$ cat src/rtl/muldiv_pkg.sv
// muldiv_pkg -- shared definitions for the multiply/divide unit.
//
// Contents:
//   op_t      operation select encoding (OP_MULT, OP_MULTU, OP_DIV, OP_DIVU)
//   state_t   control FSM states of muldiv_unit
//   DIV_ITER  number of restoring-division iterations (one quotient bit each)
//   negate_if two's-complement negation helper used by the divider sign fix-up
package muldiv_pkg;

    typedef enum logic [1:0] {
        OP_MULT  = 2'b00,
        OP_MULTU = 2'b01,
        OP_DIV   = 2'b10,
        OP_DIVU  = 2'b11
    } op_t;

    typedef enum logic [1:0] {
        ST_IDLE = 2'b00,
        ST_MUL  = 2'b01,
        ST_DIV  = 2'b10,
        ST_DONE = 2'b11
    } state_t;

    localparam int DIV_ITER = 32;

    // Returns -value when neg is set, value otherwise.
    function automatic logic [31:0] negate_if(input logic neg, input logic [31:0] value);
        return neg ? (32'd0 - value) : value;
    endfunction

endpackage

$ cat src/rtl/muldiv_div_core.sv
// muldiv_div_core -- unsigned radix-2 restoring divider.
//
// A start pulse loads the operands; the core then produces one quotient bit
// per clock for DIV_ITER clocks and raises done, holding quotient/remainder
// until the next start. A new start always restarts the core, even if it is
// still running, so an aborted operation needs no separate cancel.
//
// Ports:
//   clk, rst             clock, asynchronous active-high reset
//   start                load dividend/divisor and begin iterating
//   dividend, divisor    unsigned 32-bit operands (divisor assumed non-zero)
//   done                 set after the last iteration, cleared by start
//   quotient, remainder  unsigned 32-bit results, valid while done is set
module muldiv_div_core
    import muldiv_pkg::*;
(
    input  logic        clk,
    input  logic        rst,
    input  logic        start,
    input  logic [31:0] dividend,
    input  logic [31:0] divisor,
    output logic        done,
    output logic [31:0] quotient,
    output logic [31:0] remainder
);

    localparam logic [4:0] ITER_LAST = 5'(DIV_ITER - 1);

    logic [31:0] divisor_q;
    logic [4:0]  iter;
    logic        running;
    logic [32:0] shifted;
    logic        fits;
    logic [31:0] diff;

    // The quotient register doubles as the dividend shift register: each step
    // moves its top bit into the partial remainder and shifts a result bit in.
    assign shifted = {remainder, quotient[31]};
    assign fits    = shifted >= {1'b0, divisor_q};
    // The true difference is below the divisor whenever fits is set, so the
    // low 32 bits are exact.
    assign diff    = shifted[31:0] - divisor_q;

    always_ff @(posedge clk or posedge rst) begin
        if (rst) begin
            divisor_q <= '0;
            iter      <= '0;
            running   <= 1'b0;
            done      <= 1'b0;
            quotient  <= '0;
            remainder <= '0;
        end else if (start) begin
            divisor_q <= divisor;
            quotient  <= dividend;
            remainder <= '0;
            iter      <= '0;
            running   <= 1'b1;
            done      <= 1'b0;
        end else if (running) begin
            if (fits) begin
                remainder <= diff;
                quotient  <= {quotient[30:0], 1'b1};
            end else begin
                remainder <= shifted[31:0];
                quotient  <= {quotient[30:0], 1'b0};
            end
            iter <= iter + 5'd1;
            if (iter == ITER_LAST) begin
                running <= 1'b0;
                done    <= 1'b1;
            end
        end
    end

endmodule

$ cat src/rtl/muldiv_unit.sv
// muldiv_unit -- MIPS-style hi/lo multiply/divide unit.
//
// Multiplies (MULT/MULTU) go through a MUL_STAGES-deep registered pipeline.
// Divides (DIV/DIVU) use the iterative unsigned core muldiv_div_core on
// absolute values, with signs applied here in a final fix-up cycle.
// Divide-by-zero finishes after one cycle with lo=all ones, hi=dividend.
//
// Build option: define MULDIV_DIV_EN to include the divider. Without it,
// DIV/DIVU complete after one cycle with a zero result.
//
// Ports:
//   clk, rst          clock, asynchronous active-high reset
//   start, op         request and operation select, sampled only in IDLE
//   src_a, src_b      rs / rt operands, captured once at start
//   flush             abort the in-flight operation / suppress its write
//   busy              high while multiplying or dividing
//   hl_write_enable   one-cycle result-valid pulse for the hi/lo registers
//   hl_data           result, [63:32] -> hi, [31:0] -> lo; held until next start
module muldiv_unit
    import muldiv_pkg::*;
#(
    parameter int MUL_STAGES = 2
) (
    input  logic        clk,
    input  logic        rst,
    input  logic        start,
    input  logic [1:0]  op,
    input  logic [31:0] src_a,
    input  logic [31:0] src_b,
    input  logic        flush,
    output logic        busy,
    output logic        hl_write_enable,
    output logic [63:0] hl_data
);

    localparam logic [2:0] MUL_LAST = 3'(MUL_STAGES - 1);

    state_t      state;
    op_t         op_q;
    logic [31:0] a_q;
    logic [31:0] b_q;
    logic [2:0]  mul_cnt;
    logic        div_setup;
    logic        write_q;

    logic        mul_signed;
    logic [63:0] mul_ext_a;
    logic [63:0] mul_ext_b;
    logic [63:0] mul_product;
    logic [63:0] mul_tail;

    // Sign- or zero-extending to 64 bits lets one truncated 64-bit product
    // serve both MULT and MULTU.
    assign mul_signed  = (op_q == OP_MULT);
    assign mul_ext_a   = {{32{mul_signed & a_q[31]}}, a_q};
    assign mul_ext_b   = {{32{mul_signed & b_q[31]}}, b_q};
    assign mul_product = mul_ext_a * mul_ext_b;

    // The result register is the last multiplier stage, so MUL_STAGES-1
    // intermediate registers sit between the captured operands and hl_data.
    generate
        if (MUL_STAGES == 1) begin : g_mul_direct
            assign mul_tail = mul_product;
        end else begin : g_mul_pipe
            logic [63:0] stage [MUL_STAGES-1];

            always_ff @(posedge clk or posedge rst) begin
                if (rst) begin
                    for (int i = 0; i < MUL_STAGES - 1; i++) begin
                        stage[i] <= '0;
                    end
                end else begin
                    stage[0] <= mul_product;
                    for (int i = 1; i < MUL_STAGES - 1; i++) begin
                        stage[i] <= stage[i-1];
                    end
                end
            end

            assign mul_tail = stage[MUL_STAGES-2];
        end
    endgenerate

`ifdef MULDIV_DIV_EN
    logic        div_signed;
    logic        a_neg;
    logic        b_neg;
    logic        core_start;
    logic        core_done;
    logic [31:0] core_quotient;
    logic [31:0] core_remainder;
    logic [63:0] div_result;

    // The core sees magnitudes only. The quotient is negative when the
    // operand signs differ; the remainder follows the dividend.
    assign div_signed = (op_q == OP_DIV);
    assign a_neg      = div_signed & a_q[31];
    assign b_neg      = div_signed & b_q[31];
    assign core_start = (state == ST_DIV) && div_setup && (b_q != 32'd0);
    assign div_result = {negate_if(a_neg, core_remainder),
                         negate_if(a_neg ^ b_neg, core_quotient)};

    muldiv_div_core u_div_core (
        .clk       (clk),
        .rst       (rst),
        .start     (core_start),
        .dividend  (negate_if(a_neg, a_q)),
        .divisor   (negate_if(b_neg, b_q)),
        .done      (core_done),
        .quotient  (core_quotient),
        .remainder (core_remainder)
    );
`endif

    // Control FSM. A divide spends its first DIV cycle on setup (loading the
    // core, or finishing at once on a zero divisor), then waits for the core
    // and applies signs on the edge that enters DONE.
    always_ff @(posedge clk or posedge rst) begin
        if (rst) begin
            state     <= ST_IDLE;
            op_q      <= OP_MULT;
            a_q       <= '0;
            b_q       <= '0;
            mul_cnt   <= '0;
            div_setup <= 1'b0;
            busy      <= 1'b0;
            write_q   <= 1'b0;
            hl_data   <= '0;
        end else begin
            write_q <= 1'b0;
            case (state)
                ST_IDLE: begin
                    if (start && !flush) begin
                        op_q      <= op_t'(op);
                        a_q       <= src_a;
                        b_q       <= src_b;
                        mul_cnt   <= '0;
                        div_setup <= 1'b1;
                        busy      <= 1'b1;
                        state     <= op[1] ? ST_DIV : ST_MUL;
                    end
                end
                ST_MUL: begin
                    if (flush) begin
                        busy  <= 1'b0;
                        state <= ST_IDLE;
                    end else if (mul_cnt == MUL_LAST) begin
                        hl_data <= mul_tail;
                        write_q <= 1'b1;
                        busy    <= 1'b0;
                        state   <= ST_DONE;
                    end else begin
                        mul_cnt <= mul_cnt + 3'd1;
                    end
                end
                ST_DIV: begin
                    if (flush) begin
                        busy  <= 1'b0;
                        state <= ST_IDLE;
                    end else if (div_setup) begin
                        div_setup <= 1'b0;
`ifdef MULDIV_DIV_EN
                        if (b_q == 32'd0) begin
                            hl_data <= {a_q, 32'hFFFF_FFFF};
                            write_q <= 1'b1;
                            busy    <= 1'b0;
                            state   <= ST_DONE;
                        end
`else
                        hl_data <= '0;
                        write_q <= 1'b1;
                        busy    <= 1'b0;
                        state   <= ST_DONE;
`endif
                    end
`ifdef MULDIV_DIV_EN
                    else if (core_done) begin
                        hl_data <= div_result;
                        write_q <= 1'b1;
                        busy    <= 1'b0;
                        state   <= ST_DONE;
                    end
`endif
                end
                ST_DONE: begin
                    state <= ST_IDLE;
                end
                default: begin
                    state <= ST_IDLE;
                end
            endcase
        end
    end

    // The pulse is registered, but a flush arriving during DONE has to kill
    // the write within the same cycle, hence the combinational gate.
    assign hl_write_enable = write_q & ~flush;

endmodule

$ cat config.mk
export PLATFORM = sky130hd
export DESIGN_NAME = muldiv_unit
export DESIGN_NICKNAME = d
export VERILOG_FILES = /design/src/rtl/muldiv_pkg.sv /design/src/rtl/muldiv_div_core.sv /design/src/rtl/muldiv_unit.sv
export SDC_FILE = /design/constraint.sdc
export NUM_CORES = 2
export LEC_CHECK = 0
export CORE_MARGIN = 1.5
export CORE_UTILIZATION = 25
export DETAILED_ROUTE_END_ITERATION = 16
export DONT_BUFFER_PORTS = 1
export PLACE_DENSITY = 0.4
export SLEW_MARGIN = 20
export SYNTH_ARGS = -nofsm -noshare
export SYNTH_HDL_FRONTEND = slang
export SYNTH_SLANG_ARGS = --single-unit
$ cat constraint.sdc
create_clock -name clk -period 7.43 [get_ports clk]
set_input_delay 0.3715 -clock clk [delete_from_list [all_inputs] [get_ports clk]]
set_output_delay 0.3715 -clock clk [all_outputs]
set_load 0.01 [all_outputs]
== Word level (Yosys, flattened, before mapping) ==
Cells that the tools add are included.

* Input port bits: 70
* Memories: 0
* Bits in latches: 0
* Bits in writable memories: 0
* Bits in registers: 202
* Bits in read-only memories: 0
* Logic and storage cells: 71

* $add $sub $neg: 1
* $mul: 1
* Eq/ne operators: 12
* Shifts and indexed selects: 0
* Reduce and logical (&&, ||, !) cells: 14
* Mux-type cells: 29
* Bitwise operators: 4
* Divide/modulo/power cells: 0
* Order comparisons: 0

{| class="wikitable"
|+ Operators with widths
! operator !! count
|-
| 64-bit two-way mux || 4
|-
| 64-bit case mux with 2 select lines || 1
|-
| 33-bit by 33-bit multiplier with 64-bit output || 1
|-
| 2-bit two-way mux || 6
|-
| 2-bit inequality test (second input constant) || 6
|-
| 1-bit two-way mux || 10
|-
| 3-bit two-way mux || 3
|-
| 2-bit case mux with 4 select lines || 1
|-
| 4-bit AND reduction || 2
|-
| 3-bit inequality test (second input constant) || 2
|-
| 3-bit case mux with 2 select lines || 1
|-
| 3-bit AND reduction || 2
|-
| 2-bit nonzero test || 3
|-
| 5-bit AND reduction || 1
|-
| 2-bit == test (second input constant) || 2
|-
| 2-bit logical NOT || 2
|-
| 1-bit case mux with 2 select lines || 2
|-
| 3-bit by 1-bit adder with 3-bit output (second input constant) || 1
|-
| 1-bit AND || 3
|-
| 3-bit by 1-bit == test with 1-bit output (second input constant) || 1
|-
| 1-bit case mux with 3 select lines || 1
|-
| 3-bit nonzero test || 1
|-
| 2-bit by 1-bit == test with 1-bit output (second input constant) || 1
|-
| 2-bit AND reduction || 1
|-
| other kinds (3) || 3
|}

== Logic depth before layout (Yosys ltp) ==
* Depth in word-level cells: 4
* Depth in mapped cells: 31
* Gate-level depth less buffers: 29

== Worst setup path before layout ==
OpenSTA, ideal clock, no wires.

* Path type: reg2reg
* From: register op_q[0]
* To: register g_mul_pipe.stage[58] (netlist bit)
* Setup time: 0.080 ns
* Path slack: -0.572 ns
* Clock period less this slack: 8.002 ns
* Stages on the path, launching flop included: 27
* Arrival time: 7.922 ns
* Cells stage by stage: dfrtp_1 -> nor2_1 -> clkbuf_1 -> clkbuf_1 -> and3_1 -> fa_1 -> fa_1 -> fa_1 -> inv_1 -> fa_1 -> inv_1 -> fa_1 -> fa_1 -> inv_1 -> fa_1 -> fa_1 -> inv_1 -> ha_1 -> a21o_1 -> a21o_1 -> a21o_1 -> a21o_1 -> a21oi_1 -> a21boi_1 -> o21ai_1 -> a21oi_1 -> xnor2_1

* Longest elaborated chain between the ends: 3

{| class="wikitable"
|+ RTL lines
! what !! line !! source
|-
| start, declared || muldiv_unit.sv:39 || <nowiki>op_t op_q;</nowiki>
|-
| start signal, assigned || muldiv_unit.sv:134 || <nowiki>op_q <= op_t'(op);</nowiki>
|-
| 2-bit logical NOT (*) || muldiv_unit.sv:54 || <nowiki>assign mul_signed = (op_q == OP_MULT);</nowiki>
|-
| 1-bit AND, on equally long branches || muldiv_unit.sv:55, muldiv_unit.sv:56 ||
|-
| 33-bit by 33-bit multiplier with 64-bit output (*) || muldiv_unit.sv:57 || <nowiki>assign mul_product = mul_ext_a * mul_ext_b;</nowiki>
|-
| named net mul_product[58] || muldiv_unit.sv:49 || <nowiki>logic [63:0] mul_product;</nowiki>
|-
| end signal, assigned by index || muldiv_unit.sv:75 || <nowiki>stage[i] <= stage[i-1];</nowiki>
|-
| end, declared || muldiv_unit.sv:65 || <nowiki>logic [63:0] stage [MUL_STAGES-1];</nowiki>
|}

Mark *: on every way through the listed nets, which the timed path passes. The rest lies on a longest branch.
A chain may end at the register's enable or synchronous reset.

== Worst setup path after layout ==
* From: register b_q[2]
* To: register g_mul_pipe.stage[61] (netlist bit)

* Longest elaborated chain between the ends: 1

{| class="wikitable"
|+ RTL lines
! what !! line !! source
|-
| start, declared || muldiv_unit.sv:41 || <nowiki>logic [31:0] b_q;</nowiki>
|-
| start signal, assigned || muldiv_unit.sv:136 || <nowiki>b_q <= src_b;</nowiki>
|-
| 33-bit by 33-bit multiplier with 64-bit output || muldiv_unit.sv:57 ||
|-
| named net mul_product[61] || muldiv_unit.sv:49 ||
|}

The timed path passes the listed nets, and every way through them passes these cells.

==> impl_metrics.ini <==
[place]
dpl-instance-area_mm2 = 0.0516
place.gp.congestion = 0.836
place_ws_ps = -561
io_buffers = 0
place_hpwl_mm = 126

[synthesis]
synth_common_cells = 1188 x inv_1, 1125 x fa_1, 898 x nand2_1, 270 x clkbuf_1, 259 x and2_1
synthArstFlopShare_pct = 100
postSynthAreaPerCell_um2 = 9.39
synth_nets = 6221
synth_edf_count = 0
ys_seq_elements = 202
synthCells = 4808
ys_top_cells_by_area = fa_1 50%, dfrtp_1 11%, inv_1 9.9%
syn-cell-area_mm2 = 0.0452
synthFlopType = dfrtp_1
ys_seq_area_share_pct = 11.2
synth_top_area_share_pct = 49.9
synth.most_common_cell = inv_1
yosys.area.top_type = fa_1
yosysWarnings = 0
synth_cell_type_count = 58

[sta]
slew_headroom_pct = 43.6
setup_violations = 10
finClkSkew_ps = 37.5
layout_setup_ws_ps = -127
hold_viol_final = 0
max_freq_ghz = 0.132
tightest_slew_ps = 845
whs_ps = 47.4
period_minus_slack_ps = 7560
period_share_pct = 102
rsz0062_at_grt = yes
finalMaxSlewViolations = 0

[setup_path]
path_delay_family = adder cells
crit_buf_inv = 9
cp.arrival_ps = 8070
crit_top_cell = fa_1
worstSetupPathType = flop to flop
critPathSlowestCell = fa_2
startpoint_type = flop
cp_max_fo = 3
critPathMaxStageDelay_ps = 630
crit_path_start = b_q[2]
endpoint_kind = flop
rr_startpoint = b_q[2]
cp.required_ps = 7940

[floorplan]
ioPinCount = 136
rows = 155
die_y_um = 428
die_w_um = 428
core_mm2 = 0.179
start_util_pct = 25.2
die_area_mm2 = 0.183

[grt]
track_usage_pct = 16.4
overflow = 0
grt_pass1_wl_mm = 226
grt_start_max_net_pins = 105
antenna_found_initial = 23
grt_pass1_vias = 36200

[cells_and_area]
layout-drive-gt1-share_pct = 15.9
syn2layout_area_growth_pct = 21.2
fin_util_pct = 30.6
design_area_mm2 = 0.0547
fin_nets = 6557

[cts]
root_buffer = clkbuf_16
htree_levels = 1
cts_tree = done
clockBufferDepth = 3
clk_latency_ps = 620
clock-sinks = 202
cts_made_buffers = 26
clk_pin_slew_ps = 60

[hold_path]
holdCritStartpoint = op[1]
hold_path_class = primary input to flop

[outcome]
violations = negative setup slack
status = finished, violations left

[route]
drt-total-wl_mm = 148
drt-initial-drc-count = 1485
wl_per_cell_um = 19.6
vias = 32200
dr.pass1.iters = 5
ant_nets = 0
vias_per_cell = 4.28
drc_errors = 0

[flow_run]
max-cap-violations = 0
==> worst register-to-register path, delay by kind of cell (launching register included) <==
kind | cells | cell delay [ps]
simple gates | 4 | 500
buf+inv | 9 | 800
compound gates | 6 | 1160
flops | 1 | 430
xor+xnor | 1 | 140
fa+ha+maj | 9 | 4420
==> state kept, by name, summed over array words and instances (netlist names), 2 cells and up <==
signal,flops
mul_cnt,3
a_q,32
hl_data,64
g_mul_pipe.stage,64
b_q,32
op_q,2
state,2
==> cells in the final DEF, fill, tap and decap left out, drive strengths merged, types with 10 or more instances in the layout <==
| cell | instances |
|---|---|
| a21o | 40 |
| a21oi | 71 |
| and2 | 259 |
| and3 | 21 |
| buf | 514 |
| clkbuf | 37 |
| dfrtp | 202 |
| dlygate4sd3 | 69 |
| fa | 1125 |
| ha | 218 |
| inv | 1190 |
| mux2 | 66 |
| nand2 | 898 |
| nand2b | 69 |
| nand3 | 15 |
| nand4 | 11 |
| nor2 | 61 |
| nor2b | 15 |
| nor3 | 10 |
| o21ai | 94 |
| xnor2 | 57 |
| xor2 | 23 |
==> logic make-up after synthesis <==
group,count (synthesis),share of synthesized area [%]
adders and majority gates,1343,55.9
buffers and inverters,1465,12.2
DFF,202,11.2
muxes,69,1.71
AOI/OAI and AO/OA,272,3.72
and+or+nand+nor,1377,13.7
xor gates and xnor gates,80,1.55
==> final cells by class <==
class                           instances  area, um^2
Fill cell                           19000      124000
Multi-Input combinational cell       3141       35600
Timing Repair Buffer                  584        5760
Sequential cell                       202        5060
Inverter                             1189        4480
Tap cell                             2355        2950
Clock buffer                           36         759
Clock inverter                         10        95.1
Antenna cell                            9        22.5
==> through the flow <==
stage / TNS [ps] / std cells
2_1_floorplan: 0 / 4808
3_3_place_gp: -8440 / 7367
3_5_place_dp: -8130 / 7367
4_1_cts: -872 / 7502
5_1_grt: -4290 / 7524
6_report: -710 / 7526
==> metal layers <==
metal / wire length (um) / vias up / GRT usage, %
met5: 0 / - / 0
met4: 6390 / 0 / 6.25
met3: 3360 / 202 / 0.970
met2: 82400 / 489 / 31.7
met1: 55700 / 17100 / 18.6
li1: - / 14400 / -
==> path summary, 6_finish.rpt <==
check	to	slack [ps]	depth (start not counted)
max	g_mul_pipe.stage[61]	-130	29
min	state[0]	50	3
max reg2reg	g_mul_pipe.stage[61]	-130	29
min reg2reg	hl_data[20]	510	2
max in group asynchronous	a_q[28]	5490	3
min in group asynchronous	g_mul_pipe.stage[10]	410	2
==> what timing repair did <==
item | 4_1_cts | 5_1_grt
pin swaps | 107 | 73
cloned | 1 | 1
endpoints found under the setup margin | 24 | 25
buffers inserted | 23 | 18
endpoints found under the hold margin | 172 | 0
resized for setup | 186 | 72
hold buffers | 69 | 0
Power is not shown: default switching activity piles up to over one toggle a cycle in this logic, so the estimate is an artifact.
